==> config.mk <==
export PLATFORM = sky130hd
export DESIGN_NAME = nand_chain_seq_flat
export DESIGN_NICKNAME = d
export VERILOG_FILES = /design/src/rtl/nand_chain_seq_pkg.sv /design/src/rtl/nand_chain_seq_if.sv /design/src/rtl/nand_chain_seq_stage.sv /design/src/rtl/nand_chain_seq.sv /design/src/flat_wrapper.sv
export SDC_FILE = /design/constraint.sdc
export NUM_CORES = 1
export LEC_CHECK = 0
export ABC_AREA = 1
export ABC_CLOCK_PERIOD_IN_PS = 3000
export BUFFER_PORTS_ARGS = -buffer_cell sky130_fd_sc_hd__buf_2
export CAP_MARGIN = 20
export CORE_AREA = 2 2 39 41
export DETAILED_ROUTE_END_ITERATION = 12
export DIE_AREA = 0 0 41 43
export PLACE_DENSITY = 0.85
export REMOVE_ABC_BUFFERS = 1
export SKIP_LAST_GASP = 1
export SYNTH_ARGS = -nofsm -noshare
export SYNTH_HDL_FRONTEND = slang
export SYNTH_HIERARCHICAL = 1
export SYNTH_SLANG_ARGS = --single-unit
==> constraint.sdc <==
create_clock -name clk -period 3 [get_ports clk]
set_clock_uncertainty 0.2 [all_clocks]
set_input_delay 0.45 -clock clk [delete_from_list [all_inputs] [get_ports clk]]
set_output_delay 0.45 -clock clk [all_outputs]
set_load 0.05 [all_outputs]
==> src/rtl/nand_chain_seq_pkg.sv <==
// nand_chain_seq_pkg: shared types and constants for the serial NAND-chain sequencer.
// Holds the FSM state encoding and the default operand width.
package nand_seq_pkg;

    localparam int NAND_SEQ_N_DEF = 4;

    typedef enum logic [1:0] {
        IDLE = 2'd0,
        EVAL = 2'd1,
        DONE = 2'd2
    } nand_seq_state_t;

endpackage

==> src/rtl/nand_chain_seq_if.sv <==
// nand_chain_seq_if: operand/tap handshake bundle for nand_chain_seq.
// Handshake: a transfer happens on a rising clk edge where valid and ready are
// both high; the sender holds its payload stable while valid is high and ready
// is low. The master drives in_valid/x/out_ready; the slave (the sequencer)
// drives in_ready/out_valid/y/busy and exposes its FSM state on dbg_state.
import nand_seq_pkg::*;

interface nand_chain_seq_if #(
    parameter int N = NAND_SEQ_N_DEF
);
    logic            in_valid;
    logic            in_ready;
    logic [N-1:0]    x;
    logic            out_valid;
    logic            out_ready;
    logic [N-2:0]    y;
    logic            busy;
    nand_seq_state_t dbg_state;

    modport master (
        output in_valid, x, out_ready,
        input  in_ready, out_valid, y, busy, dbg_state
    );

    modport slave (
        input  in_valid, x, out_ready,
        output in_ready, out_valid, y, busy, dbg_state
    );
endinterface

==> src/rtl/nand_chain_seq_stage.sv <==
// nand_stage: the one shared 2-input NAND that the sequencer reuses every
// evaluation cycle. Inputs are the running accumulator and the selected
// operand bit; the output is the next chain tap.
module nand_stage (
    input  logic acc,
    input  logic xr_bit,
    output logic tap
);
    // Single NAND gate producing the next tap.
    assign tap = ~(acc & xr_bit);
endmodule

==> src/rtl/nand_chain_seq.sv <==
// nand_chain_seq: evaluates the cascaded NAND chain
//   tap0 = ~(x0 & x1), tapk = ~(tap(k-1) & x(k+1))
// one stage per clock through a single shared NAND gate.
// Optional macro NAND_SEQ_CHECK_EN adds an err output that compares the serial
// result against an inline combinational golden chain on entry to DONE.
import nand_seq_pkg::*;

module nand_chain_seq #(
    parameter int N = NAND_SEQ_N_DEF
) (
    input  logic                clk,
    input  logic                rst,
    nand_chain_seq_if.slave     bus
`ifdef NAND_SEQ_CHECK_EN
    ,
    output logic                err
`endif
);
    // idx only has to reach N-1, so clog2(N) bits suffice; keep at least one bit.
    localparam int IDX_W = (N > 2) ? $clog2(N) : 1;
    localparam logic [IDX_W-1:0] IDX_LAST = IDX_W'(N - 1);

    nand_seq_state_t  state_q, state_d;
    logic [N-1:0]     xr_q, xr_d;
    logic             acc_q, acc_d;
    logic [IDX_W-1:0] idx_q, idx_d;
    logic [N-2:0]     y_q, y_d;
    logic [IDX_W-1:0] tap_pos;
    logic             tap;

    // Tap k lands in y[k]; idx runs one ahead of the tap it produces.
    assign tap_pos = idx_q - 1'b1;

    nand_stage u_stage (
        .acc    (acc_q),
        .xr_bit (xr_q[idx_q]),
        .tap    (tap)
    );

    // Next-state and datapath update for the IDLE/EVAL/DONE sequencer.
    always_comb begin
        state_d = state_q;
        xr_d    = xr_q;
        acc_d   = acc_q;
        idx_d   = idx_q;
        y_d     = y_q;
        case (state_q)
            IDLE: begin
                if (bus.in_valid) begin
                    xr_d    = bus.x;
                    acc_d   = bus.x[0];
                    idx_d   = IDX_W'(1);
                    y_d     = '0;
                    state_d = EVAL;
                end
            end
            EVAL: begin
                acc_d        = tap;
                y_d[tap_pos] = tap;
                // Hold idx on the exit edge so it never wraps.
                if (idx_q == IDX_LAST) begin
                    state_d = DONE;
                end else begin
                    idx_d = idx_q + 1'b1;
                end
            end
            DONE: begin
                if (bus.out_ready) begin
                    state_d = IDLE;
                end
            end
            default: state_d = IDLE;
        endcase
    end

    // State and datapath registers with asynchronous clear.
    always_ff @(posedge clk or posedge rst) begin
        if (rst) begin
            state_q <= IDLE;
            xr_q    <= '0;
            acc_q   <= 1'b0;
            idx_q   <= '0;
            y_q     <= '0;
        end else begin
            state_q <= state_d;
            xr_q    <= xr_d;
            acc_q   <= acc_d;
            idx_q   <= idx_d;
            y_q     <= y_d;
        end
    end

    // Handshake outputs decode from the state register only.
    assign bus.in_ready  = (state_q == IDLE);
    assign bus.out_valid = (state_q == DONE);
    assign bus.busy      = (state_q != IDLE);
    assign bus.y         = y_q;
    assign bus.dbg_state = state_q;

`ifdef NAND_SEQ_CHECK_EN
    logic [N-2:0] gold;
    logic         err_q, err_d;

    // Flat reference chain over the captured operand.
    always_comb begin
        logic c;
        gold = '0;
        c    = xr_q[0];
        for (int k = 1; k < N; k++) begin
            c         = ~(c & xr_q[k]);
            gold[k-1] = c;
        end
    end

    // Latch the compare as DONE is entered; clear when leaving DONE.
    always_comb begin
        err_d = err_q;
        if (state_q == EVAL && idx_q == IDX_LAST) begin
            err_d = (gold != y_d);
        end else if (state_q == DONE && bus.out_ready) begin
            err_d = 1'b0;
        end
    end

    // Error flag register.
    always_ff @(posedge clk or posedge rst) begin
        if (rst) begin
            err_q <= 1'b0;
        end else begin
            err_q <= err_d;
        end
    end

    assign err = err_q;
`endif

endmodule
==> src/flat_wrapper.sv <==
// flat-port wrapper written by rule: the top's interface ports become plain ports
module nand_chain_seq_flat 
#(
    parameter int N = NAND_SEQ_N_DEF
)
  (clk, rst, bus_in_valid, bus_x, bus_out_ready, bus_in_ready, bus_out_valid, bus_y, bus_busy, bus_dbg_state);
  nand_chain_seq_if #(.N(N)) bus_i ();
  input  logic clk;
  input  logic rst;
  input wire logic [$bits(bus_i.in_valid)-1:0] bus_in_valid;
  input wire logic [$bits(bus_i.x)-1:0] bus_x;
  input wire logic [$bits(bus_i.out_ready)-1:0] bus_out_ready;
  output wire logic [$bits(bus_i.in_ready)-1:0] bus_in_ready;
  output wire logic [$bits(bus_i.out_valid)-1:0] bus_out_valid;
  output wire logic [$bits(bus_i.y)-1:0] bus_y;
  output wire logic [$bits(bus_i.busy)-1:0] bus_busy;
  output wire logic [$bits(bus_i.dbg_state)-1:0] bus_dbg_state;
  assign bus_i.in_valid = bus_in_valid;
  assign bus_i.x = bus_x;
  assign bus_i.out_ready = bus_out_ready;
  assign bus_in_ready = bus_i.in_ready;
  assign bus_out_valid = bus_i.out_valid;
  assign bus_y = bus_i.y;
  assign bus_busy = bus_i.busy;
  assign bus_dbg_state = bus_i.dbg_state;
  nand_chain_seq #(.N(N)) u_core (.clk(clk), .rst(rst), .bus(bus_i));
endmodule
== Word-level counts from Yosys, hierarchy flattened ==
Cells that the tools add are included.

* Bits in latches: 0
* Memories kept: 0
* Register bits after elaboration: 12
* Memory bits (read-only): 0
* Word-level logic and storage cells: 42
* Bits in writable memories: 0
* Bits of input ports: 8
* Output and inout bits: 8

* Order comparisons: 3
* Equal/unequal tests: 7
* Bitwise logic cells: 2
* Multipliers: 0
* Add/sub/neg operators: 2
* Multiplexer cells: 15
* Reductions and logical operators: 8
* Shifts and indexed selects: 0
* Divide/modulo/power cells: 0

{| class="wikitable"
|+ Operators with widths
! cell !! count
|-
| 2-bit 2-to-1 mux || 4
|-
| 2-bit by 3-bit < comparator with 1-bit output, second input constant || 2
|-
| 2-bit inequality test, second input constant || 3
|-
| 2-bit one-hot mux with 3 select lines || 1
|-
| 3-bit one-hot mux with 2 select lines || 1
|-
| 3-bit AND reduction || 2
|-
| 2-bit equality test, second input constant || 2
|-
| 2-bit one-hot mux with 2 select lines || 1
|-
| 2-bit AND reduction || 2
|-
| 2-bit nonzero test || 2
|-
| 3-bit bitwise mux || 1
|-
| 1-bit 2-to-1 mux || 3
|-
| 3-bit 2-to-1 mux || 1
|-
| 2-bit by 1-bit adder with 2-bit output, second input constant || 1
|-
| 1-bit binary-select mux with 2-bit select || 1
|-
| 1-bit demux with 2-bit select || 1
|-
| 2-bit by 1-bit equality test with 1-bit output, second input constant || 1
|-
| 2-bit by 1-bit greater-or-equal comparator with 1-bit output, second input constant || 1
|-
| 2-bit logical NOT || 1
|-
| 2-bit by 1-bit inequality test with 1-bit output, second input constant || 1
|-
| 1-bit one-hot mux with 2 select lines || 1
|-
| 2-bit by 1-bit subtractor with 2-bit output, second input constant || 1
|-
| 1-bit AND || 1
|-
| 1-bit logical AND || 1
|-
| 1-bit inverter || 1
|}

== Logic depth before layout (Yosys ltp) ==
Gate-level depths: netlist of the first run.

* Depth in word-level cells: 7
* Mapped depth: 9
* Gate-level depth less buffers: 9

== By module ==
Netlist of the first run, hierarchy kept.

{| class="wikitable"
|+ By module, submodules not included
! module !! area each (um2) !! cells each !! instances !! sequential area each (um2)
|-
| nand_chain_seq || 649.4 || 80 || 1 || 300.3
|-
| nand_stage || 3.8 || 1 || 1 || 0.0
|}

== Worst setup path before layout of the first run ==
Ideal clock, no wire load.

* Kind: flip-flop to output port
* From: register u_core.state_q[0], in the netlist u_core/bus.dbg_state[0]
* To: output port bus_busy
* Buffers on the path: 0
* Stages on the path, launching flop included: 3
* Data required time: 2.350 ns
* Path slack: 0.947 ns
* Arrival: 1.403 ns
* Cells stage by stage: dfrtp_1 nor2_4 inv_1

* Cells in the longest elaborated chain, start to end: 1

{| class="wikitable"
|+ Ends and longest elaborated chain
! item !! line !! source
|-
| from (decl) || nand_chain_seq.sv:23 || <nowiki>nand_seq_state_t state_q, state_d;</nowiki>
|-
| from (signal assigned) || nand_chain_seq.sv:85 || <nowiki>state_q <= state_d;</nowiki>
|-
| 2-bit nonzero test || nand_chain_seq.sv:96 || <nowiki>assign bus.busy = (state_q != IDLE);</nowiki>
|-
| to (decl) || flat_wrapper.sv:16 || <nowiki>output wire logic [$bits(bus_i.busy)-1:0] bus_busy;</nowiki>
|}

Every way passes these cells.

== Final worst setup path of the first run ==
* From: register u_core.state_q[0], in the netlist u_core/bus.dbg_state[0]
* To: output port bus_in_ready

* Cells in the longest elaborated chain, start to end: 1

{| class="wikitable"
|+ Ends and longest elaborated chain
! item !! line !! source
|-
| 2-bit logical NOT || nand_chain_seq.sv:94 || <nowiki>assign bus.in_ready = (state_q == IDLE);</nowiki>
|-
| to (decl) || flat_wrapper.sv:13 || <nowiki>output wire logic [$bits(bus_i.in_ready)-1:0] bus_in_ready;</nowiki>
|}

Every way passes these cells.

==> results of run 1 <==
## metrics by stage
step	setup WS, ps	std cells	cell area (um^2)	hold slack [ps]	utilization, %
global route	874.9	114	764.5	226.2	55.24
CTS	941.9	114	764.5	205.3	55.24
detailed placement	1246	110	732.0	267.1	52.89
global placement	1271	110	732.0	258.4	52.89
floorplan	843.7	79	636.9	114.7	-
finish	940.7	114	764.5	210.1	55.24
## Yosys cell counts
cell type	instances	area, um^2
dfrtp_1	12	300.3
nand2_1	24	90.09
nor2_4	1	11.26
nor2_1	2	7.510
nand2_4	1	11.26
o21ai_1	1	5.000
buf_6	1	11.26
clkbuf_2	1	5.000
o211ai_1	1	7.510
nor2_2	1	6.260
nand3_1	18	90.09
o21ai_0	1	5.000
nand4_1	1	6.260
ha_1	4	50.05
a21oi_1	1	5.000
inv_2	2	7.510
inv_1	9	33.78
## registers in the layout, indices dropped and copies added, names as in the netlist
signal / count
u_core/xr_q: 4
u_core/bus.y: 3
u_core/bus.dbg_state: 2
u_core/idx_q: 2
u_core/acc_q: 1
## area by class of cell
| cell class | count | area (um^2) |
|---|---|---|
| flip-flops and latches | 12 | 300.3 |
| well taps | 16 | 20.02 |
| clock buffers | 3 | 22.52 |
| inverters | 11 | 41.29 |
| multi-input cells | 56 | 295.3 |
| repair buffers | 16 | 85.08 |
| fillers | 143 | 619.3 |
## metal layers
metal	vias to the layer above	share of wire (%)	global-route usage, %
li1	293	-	-
met1	247	49	26.51
met2	16	45	22.81
met3	2	5.1	3.141
met4	0	1.1	10.00
met5	-	0	0
## cell usage in the layout, fill, tap and decap left out, types with 2 or more instances in the layout
cell / count
nand3_1: 18
inv_2: 2
buf_2: 15
nor2_1: 2
ha_1: 4
dfrtp_1: 12
clkbuf_4: 3
inv_1: 9
nand2_1: 24
## what timing repair did
item	in CTS	in global routing
endpoints found under the hold margin	12	0
endpoints found under the setup margin	0	0
resized for setup	0	0
hold buffers	1	0
## worst paths after layout
kind                       cells after the start                    start  slack [ps]                       to
max                                            2  u_core/bus.dbg_state[0]         940             bus_in_ready
min                                            4            bus_out_ready         210  u_core/bus.dbg_state[1]
max reg2reg                                    8          u_core/idx_q[0]        1520          u_core/bus.y[1]
min reg2reg                                    2           u_core/xr_q[3]         290           u_core/xr_q[3]
max in group asynchronous                      3                      rst        1740           u_core/xr_q[2]
min in group asynchronous                      3                      rst         530          u_core/bus.y[2]
## worst max-delay path: cells and delay by family, from the launching register on
kind	cells	cell delay, ps
DFF	1	540
buffers and inverters	1	310
and+or+nand+nor	1	280
## cells by family (layout without fill, tap and decap cells)
| family | Yosys count | after routing | share of synthesized area, % |
|---|---|---|---|
| buffers and inverters | 13 | 30 | 8.811 |
| adders and majority gates | 4 | 4 | 7.663 |
| DFF | 12 | 12 | 45.98 |
| AOI/OAI and AO/OA | 4 | 4 | 3.446 |
| and+or+nand+nor | 48 | 48 | 34.10 |
==> impl_results.html, run 1 <==
<table>
<tr><th>Metric</th><th>Value</th></tr>
<tr><th colspan="2">Status</th></tr>
<tr><td>Status</td><td>completed</td></tr>
<tr><th colspan="2">Synth</th></tr>
<tr><td>Synthesized area</td><td>653.1 um^2</td></tr>
<tr><td>Number of flip-flops and latches in the synthesized netlist</td><td>12</td></tr>
<tr><td>Library cells used by synthesis</td><td>17</td></tr>
<tr><td>Average instance area after synthesis</td><td>8.063 um^2</td></tr>
<tr><td>Yosys warnings</td><td>6</td></tr>
<tr><td>Sequential fraction of the synthesis area</td><td>45.98%</td></tr>
<tr><td>Post-synthesis cell count</td><td>81</td></tr>
<tr><th colspan="2">Clock tree</th></tr>
<tr><td>Clock Sink Count</td><td>12</td></tr>
<tr><td>Clock tree root buffer cell</td><td>clkbuf_4</td></tr>
<tr><td>Maximum buffer depth of the clock tree</td><td>2</td></tr>
<tr><td>Clock-pin slew of the registers on the worst-case setup and hold paths</td><td>70 ps</td></tr>
<tr><td>Total CTS buffers</td><td>3</td></tr>
<tr><td>Clock Latency Late Sink</td><td>270 ps</td></tr>
<tr><td>CTS HTree Levels</td><td>1</td></tr>
<tr><td>CTS tree</td><td>built</td></tr>
<tr><td>Post-CTS Setup Inserts</td><td>0</td></tr>
<tr><th colspan="2">STA</th></tr>
<tr><td>Post-route fraction of the period consumed by the critical path</td><td>68.64%</td></tr>
<tr><td>Least-Margin Pin Slew</td><td>approximately 480 ps</td></tr>
<tr><td>Total Neg Setup Slack</td><td>0 ps</td></tr>
<tr><td>Timing-limited maximum frequency</td><td>about 500 MHz</td></tr>
<tr><td>Relative slew slack</td><td>68.19%</td></tr>
<tr><td>Final min period</td><td>2059 ps</td></tr>
<tr><td>Count of endpoints failing setup in the final report</td><td>0</td></tr>
<tr><td>Final max-slew violation count</td><td>0</td></tr>
<tr><td>RSZ-0062 raised after global routing</td><td>no</td></tr>
<tr><td>Final Hold Viols</td><td>0</td></tr>
<tr><th colspan="2">Detailed routing</th></tr>
<tr><td>DR DRC count</td><td>0</td></tr>
<tr><td>Vias per cell</td><td>4.895</td></tr>
<tr><td>Wire length reported by the detailed router</td><td>1273 um</td></tr>
<tr><td>Antenna Violating Nets Remaining</td><td>0</td></tr>
<tr><td>Initial DRC count</td><td>17</td></tr>
<tr><td>Routed vias</td><td>558</td></tr>
<tr><td>Post-DR wirelength/cell</td><td>11.17 um</td></tr>
<tr><td>First-pass iteration count of the detailed router</td><td>5</td></tr>
<tr><th colspan="2">Worst setup path</th></tr>
<tr><td>Highest-delay cell along the critical path</td><td>dfrtp_1</td></tr>
<tr><td>Cells along the critical path</td><td>nor2_4 &gt; buf_2</td></tr>
<tr><td>Launching element type of the critical path</td><td>flop</td></tr>
<tr><td>Maximum cell stage delay along the critical path</td><td>540 ps</td></tr>
<tr><td>Category of the critical setup timing path</td><td>flop to output port</td></tr>
<tr><td>Crit path arrival time</td><td>1410 ps</td></tr>
<tr><td>Maximum fanout encountered on the critical timing path</td><td>13</td></tr>
<tr><td>Worst endpoint required time</td><td>2350 ps</td></tr>
<tr><td>Critical Path Sink Type</td><td>output port</td></tr>
<tr><th colspan="2">Placed design</th></tr>
<tr><td>I/O Buffers</td><td>15</td></tr>
<tr><td>RePlAce Congestion</td><td>0.7518</td></tr>
<tr><td>Sum of net half-perimeters after detailed placement</td><td>892.8 um</td></tr>
<tr><th colspan="2">Global routing</th></tr>
<tr><td>Largest net degree at the start of global routing</td><td>14</td></tr>
<tr><td>Overall overflow remaining after global route</td><td>0</td></tr>
<tr><td>All-Layer GR Usage</td><td>17.60%</td></tr>
<tr><td>Global-route wire length before repair</td><td>2090 um</td></tr>
<tr><td>Initial antenna violation count</td><td>0</td></tr>
<tr><td>Via count of the first global-routing pass</td><td>483</td></tr>
<tr><th colspan="2">Final layout</th></tr>
<tr><td>Fraction of layout cells with a size suffix above 1</td><td>a little under a quarter</td></tr>
<tr><td>NumNets Final</td><td>112</td></tr>
<tr><td>Antenna cell count</td><td>0</td></tr>
<tr><td>Synthesis-to-layout area growth</td><td>17.05%</td></tr>
<tr><th colspan="2">Die</th></tr>
<tr><td>Starting density of the core</td><td>between 40% and 50%</td></tr>
<tr><td>Ports placed on the boundary</td><td>16</td></tr>
<tr><td>Die ar.</td><td>0.001763 mm^2</td></tr>
<tr><td>FP Rows</td><td>14</td></tr>
<tr><td>Width of the die</td><td>41 um</td></tr>
<tr><td>Die outline height</td><td>43 um</td></tr>
<tr><td>Core box area</td><td>0.001384 mm^2</td></tr>
<tr><th colspan="2">Run</th></tr>
<tr><td>Total of max-cap violations</td><td>0</td></tr>
<tr><th colspan="2">Hold path</th></tr>
<tr><td>Worst min-delay path class</td><td>primary input to flop</td></tr>
</table>
Power of run 1 is not shown: default switching activity piles up to over one toggle a cycle in this logic, so the estimate is an artifact.
==> run 2: changes to the inputs <==
ABC_CLOCK_PERIOD_IN_PS = 2150   (was 3000)
CORE_AREA = unset   (was 2 2 39 41)
CORE_MARGIN = 2   (was unset)
CORE_UTILIZATION = 50   (was unset)
DIE_AREA = unset   (was 0 0 41 43)
PLACE_DENSITY = 0.86   (was 0.85)
clock period = 2.15 ns   (was 3 ns; I/O delays follow)
==> run 2 against run 1 <==
Cell area decreased by 0.16%. Die area shrank 8.6%. Global-route usage increased by 1.6 points. Cell count shrank 0.88%. Sequential share of layout area up 0.064 points. Clock-buffer cell count is the same. Utilization is 5.7 points higher. Critical endpoint unchanged. Critical path depth stayed put. Worst hold slack worse by 120 ps. First-iteration DRC count decreased by 35%. Non-clock buffer count did not move. Worst setup slack lost 700 ps.
==> impl_results.html, run 2 (synthesis gave the netlist of run 1 again) <==
<table>
<tr><th>Metric</th><th>Value</th></tr>
<tr><th colspan="2">Status</th></tr>
<tr><td>Status</td><td>completed</td></tr>
<tr><th colspan="2">Final layout</th></tr>
<tr><td>Antenna cell count</td><td>0 (unchanged)</td></tr>
<tr><td>Fraction of layout cells with a size suffix above 1</td><td>23.47% (unchanged)</td></tr>
<tr><td>Register bank with the most flops</td><td>u_core/xr_q</td></tr>
<tr><td>Final Util</td><td>60.94% (+5.7 points)</td></tr>
<tr><td>Non-filler cells in the finished layout</td><td>113 (-0.88%)</td></tr>
<tr><td>NumNets Final</td><td>112 (unchanged)</td></tr>
<tr><td>Synthesis-to-layout area growth</td><td>16.86%</td></tr>
<tr><td>Most frequent cells in the layout</td><td>nand2_1, nand3_1, buf_2</td></tr>
<tr><td>Largest register FFs</td><td>4 (unchanged)</td></tr>
<tr><td>Leading cell type in the layout, fill and taps excluded</td><td>nand2_1</td></tr>
<tr><th colspan="2">Worst setup path</th></tr>
<tr><td>Worst-case reg-to-reg path depth</td><td>8 (unchanged)</td></tr>
<tr><td>Launching element type of the critical path</td><td>flop</td></tr>
<tr><td>Category of the critical setup timing path</td><td>flop to output port</td></tr>
<tr><td>Worst reg2reg path endpoint</td><td>u_core/bus.y[0]</td></tr>
<tr><td>Crit path arrival time</td><td>1380 ps (-30 ps)</td></tr>
<tr><td>Register-to-register path setup slack</td><td>670 ps (-850 ps)</td></tr>
<tr><td>Worst endpoint required time</td><td>1630 ps (-720 ps)</td></tr>
<tr><td>Critical Path Sink Type</td><td>output port</td></tr>
<tr><td>Maximum fanout encountered on the critical timing path</td><td>13 (unchanged)</td></tr>
<tr><td>Origin of the critical flop-to-flop path</td><td>u_core/idx_q[0]</td></tr>
<tr><th colspan="2">Detailed routing</th></tr>
<tr><td>DR DRC count</td><td>0 (unchanged)</td></tr>
<tr><td>Routed vias</td><td>588 (+5.4%)</td></tr>
<tr><td>Post-DR wirelength/cell</td><td>11.33 um (+1.4%)</td></tr>
<tr><td>Vias per cell</td><td>5.204 (+6.3%)</td></tr>
<tr><td>Initial DRC count</td><td>11 (-6)</td></tr>
<tr><td>First-pass iteration count of the detailed router</td><td>4 (-1)</td></tr>
<tr><td>Antenna Violating Nets Remaining</td><td>0 (unchanged)</td></tr>
<tr><td>Wire length reported by the detailed router</td><td>1280 um (+0.55%)</td></tr>
<tr><th colspan="2">Die</th></tr>
<tr><td>Starting density of the core</td><td>52.15% (+5.0 points)</td></tr>
<tr><td>FP Rows</td><td>13 (-1)</td></tr>
<tr><td>Die outline height</td><td>40.14 um (-6.7%)</td></tr>
<tr><td>Core box area</td><td>0.001252 mm^2 (-9.5%)</td></tr>
<tr><td>Die ar.</td><td>0.001611 mm^2 (-8.6%)</td></tr>
<tr><td>Ports placed on the boundary</td><td>16 (unchanged)</td></tr>
<tr><td>Width of the die</td><td>40.14 um (-2.1%)</td></tr>
<tr><th colspan="2">Hold path</th></tr>
<tr><td>Number of cells traversed by the worst hold path</td><td>4 (unchanged)</td></tr>
<tr><td>Worst Min Path Start</td><td>bus_out_ready</td></tr>
<tr><td>Worst min-delay path class</td><td>primary input to flop</td></tr>
<tr><td>Endpoint of the worst hold path</td><td>u_core/bus.dbg_state[1]</td></tr>
<tr><th colspan="2">Global routing</th></tr>
<tr><td>Via count of the first global-routing pass</td><td>508 (+5.2%)</td></tr>
<tr><td>Initial antenna violation count</td><td>0 (unchanged)</td></tr>
<tr><td>All-Layer GR Usage</td><td>19.23% (+1.6 points)</td></tr>
<tr><td>Overall overflow remaining after global route</td><td>0 (unchanged)</td></tr>
<tr><td>Global-route wire length before repair</td><td>1980 um (-5.3%)</td></tr>
<tr><td>Largest net degree at the start of global routing</td><td>14 (unchanged)</td></tr>
<tr><th colspan="2">Clock tree</th></tr>
<tr><td>Clock Latency Late Sink</td><td>260 ps (about the same)</td></tr>
<tr><td>Maximum buffer depth of the clock tree</td><td>2 (unchanged)</td></tr>
<tr><td>Resized cells post-CTS</td><td>0 (unchanged)</td></tr>
<tr><td>Total CTS buffers</td><td>3 (unchanged)</td></tr>
<tr><td>Clock-pin slew of the registers on the worst-case setup and hold paths</td><td>60 ps (about the same)</td></tr>
<tr><td>Clock tree root buffer cell</td><td>clkbuf_4</td></tr>
<tr><td>CTS HTree Levels</td><td>1 (unchanged)</td></tr>
<tr><td>Clock Sink Count</td><td>12 (unchanged)</td></tr>
<tr><td>CTS tree</td><td>built</td></tr>
<tr><th colspan="2">Placed design</th></tr>
<tr><td>Instance count after placement with tap cells included</td><td>109 (-0.91%)</td></tr>
<tr><td>I/O Buffers</td><td>15 (unchanged)</td></tr>
<tr><td>RePlAce Congestion</td><td>0.7821 (+4.0%)</td></tr>
<tr><td>Sum of net half-perimeters after detailed placement</td><td>881.6 um (-1.3%)</td></tr>
<tr><th colspan="2">Run</th></tr>
<tr><td>Total of max-cap violations</td><td>0 (unchanged)</td></tr>
<tr><th colspan="2">STA</th></tr>
<tr><td>Final Hold Viols</td><td>0 (unchanged)</td></tr>
<tr><td>Final max-slew violation count</td><td>0 (unchanged)</td></tr>
<tr><td>Post-route fraction of the period consumed by the critical path</td><td>88.69%</td></tr>
<tr><td>Worst hold margin</td><td>92.71 ps (-117.4 ps)</td></tr>
<tr><td>Final min period</td><td>around 1900 ps</td></tr>
<tr><td>Count of endpoints failing setup in the final report</td><td>0 (unchanged)</td></tr>
<tr><td>Timing-limited maximum frequency</td><td>about 520 MHz</td></tr>
<tr><td>Relative slew slack</td><td>69.80% (+1.6 points)</td></tr>
<tr><td>RSZ-0062 raised after global routing</td><td>no</td></tr>
<tr><td>Total Neg Setup Slack</td><td>0 ps (unchanged)</td></tr>
<tr><td>Least-Margin Pin Slew</td><td>453.0 ps (-23.65 ps)</td></tr>
</table>
==> run 2: critical path, stage by stage, from the launching register on <==
cell	delay, ps
dfrtp_1	540
nor2_4	280
buf_2	300
==> run 2: metal layers <==
layer / wire length [um] / track usage (%) / share of wire [%]
met1: 594 / 21.38 / 46
met4: 8 / 13.79 / 0.63
met3: 55 / 3.333 / 4.3
met5: 0 / 0 / 0
met2: 621 / 32.66 / 49
==> run 2: how the worst max path moves through the flow <==
stage / startpoint / to / slack (ps) / cells past startpoint
2_1_floorplan: u_core/bus.dbg_state[0] / bus_busy / 120 / 2
3_3_place_gp: u_core/bus.dbg_state[0] / bus_in_ready / 560 / 2
3_5_place_dp: u_core/bus.dbg_state[0] / bus_in_ready / 520 / 2
4_1_cts: u_core/bus.dbg_state[0] / bus_in_ready / 230 / 2
5_1_grt: u_core/bus.dbg_state[0] / bus_in_ready / 140 / 2
6_report: u_core/bus.dbg_state[0] / bus_in_ready / 240 / 2
==> run 2: what timing repair did <==
action / CTS / global route
endpoints found under the hold margin: 12 / 0
hold buffers: 1 / 0
setup buffers: 0 / 0
==> run 2: stage by stage <==
step	area (um^2)	setup slack, ps
final	763.2	243.1
after global routing	763.2	136.8
after CTS	763.2	227.2
after detailed placement	730.7	520.3
after global placement	730.7	557.6
after floorplan	636.9	121.2
==> run 2: cell type report <==
class	instances	area, um^2
Timing Repair Buffer	16	85.08
Sequential cell	12	300.3
Inverter	11	41.29
Clock buffer	3	22.52
Multi-Input combinational cell	56	295.3
Fill cell	113	489.2
Tap cell	15	18.77
Power of run 2 is left out for the same reason.
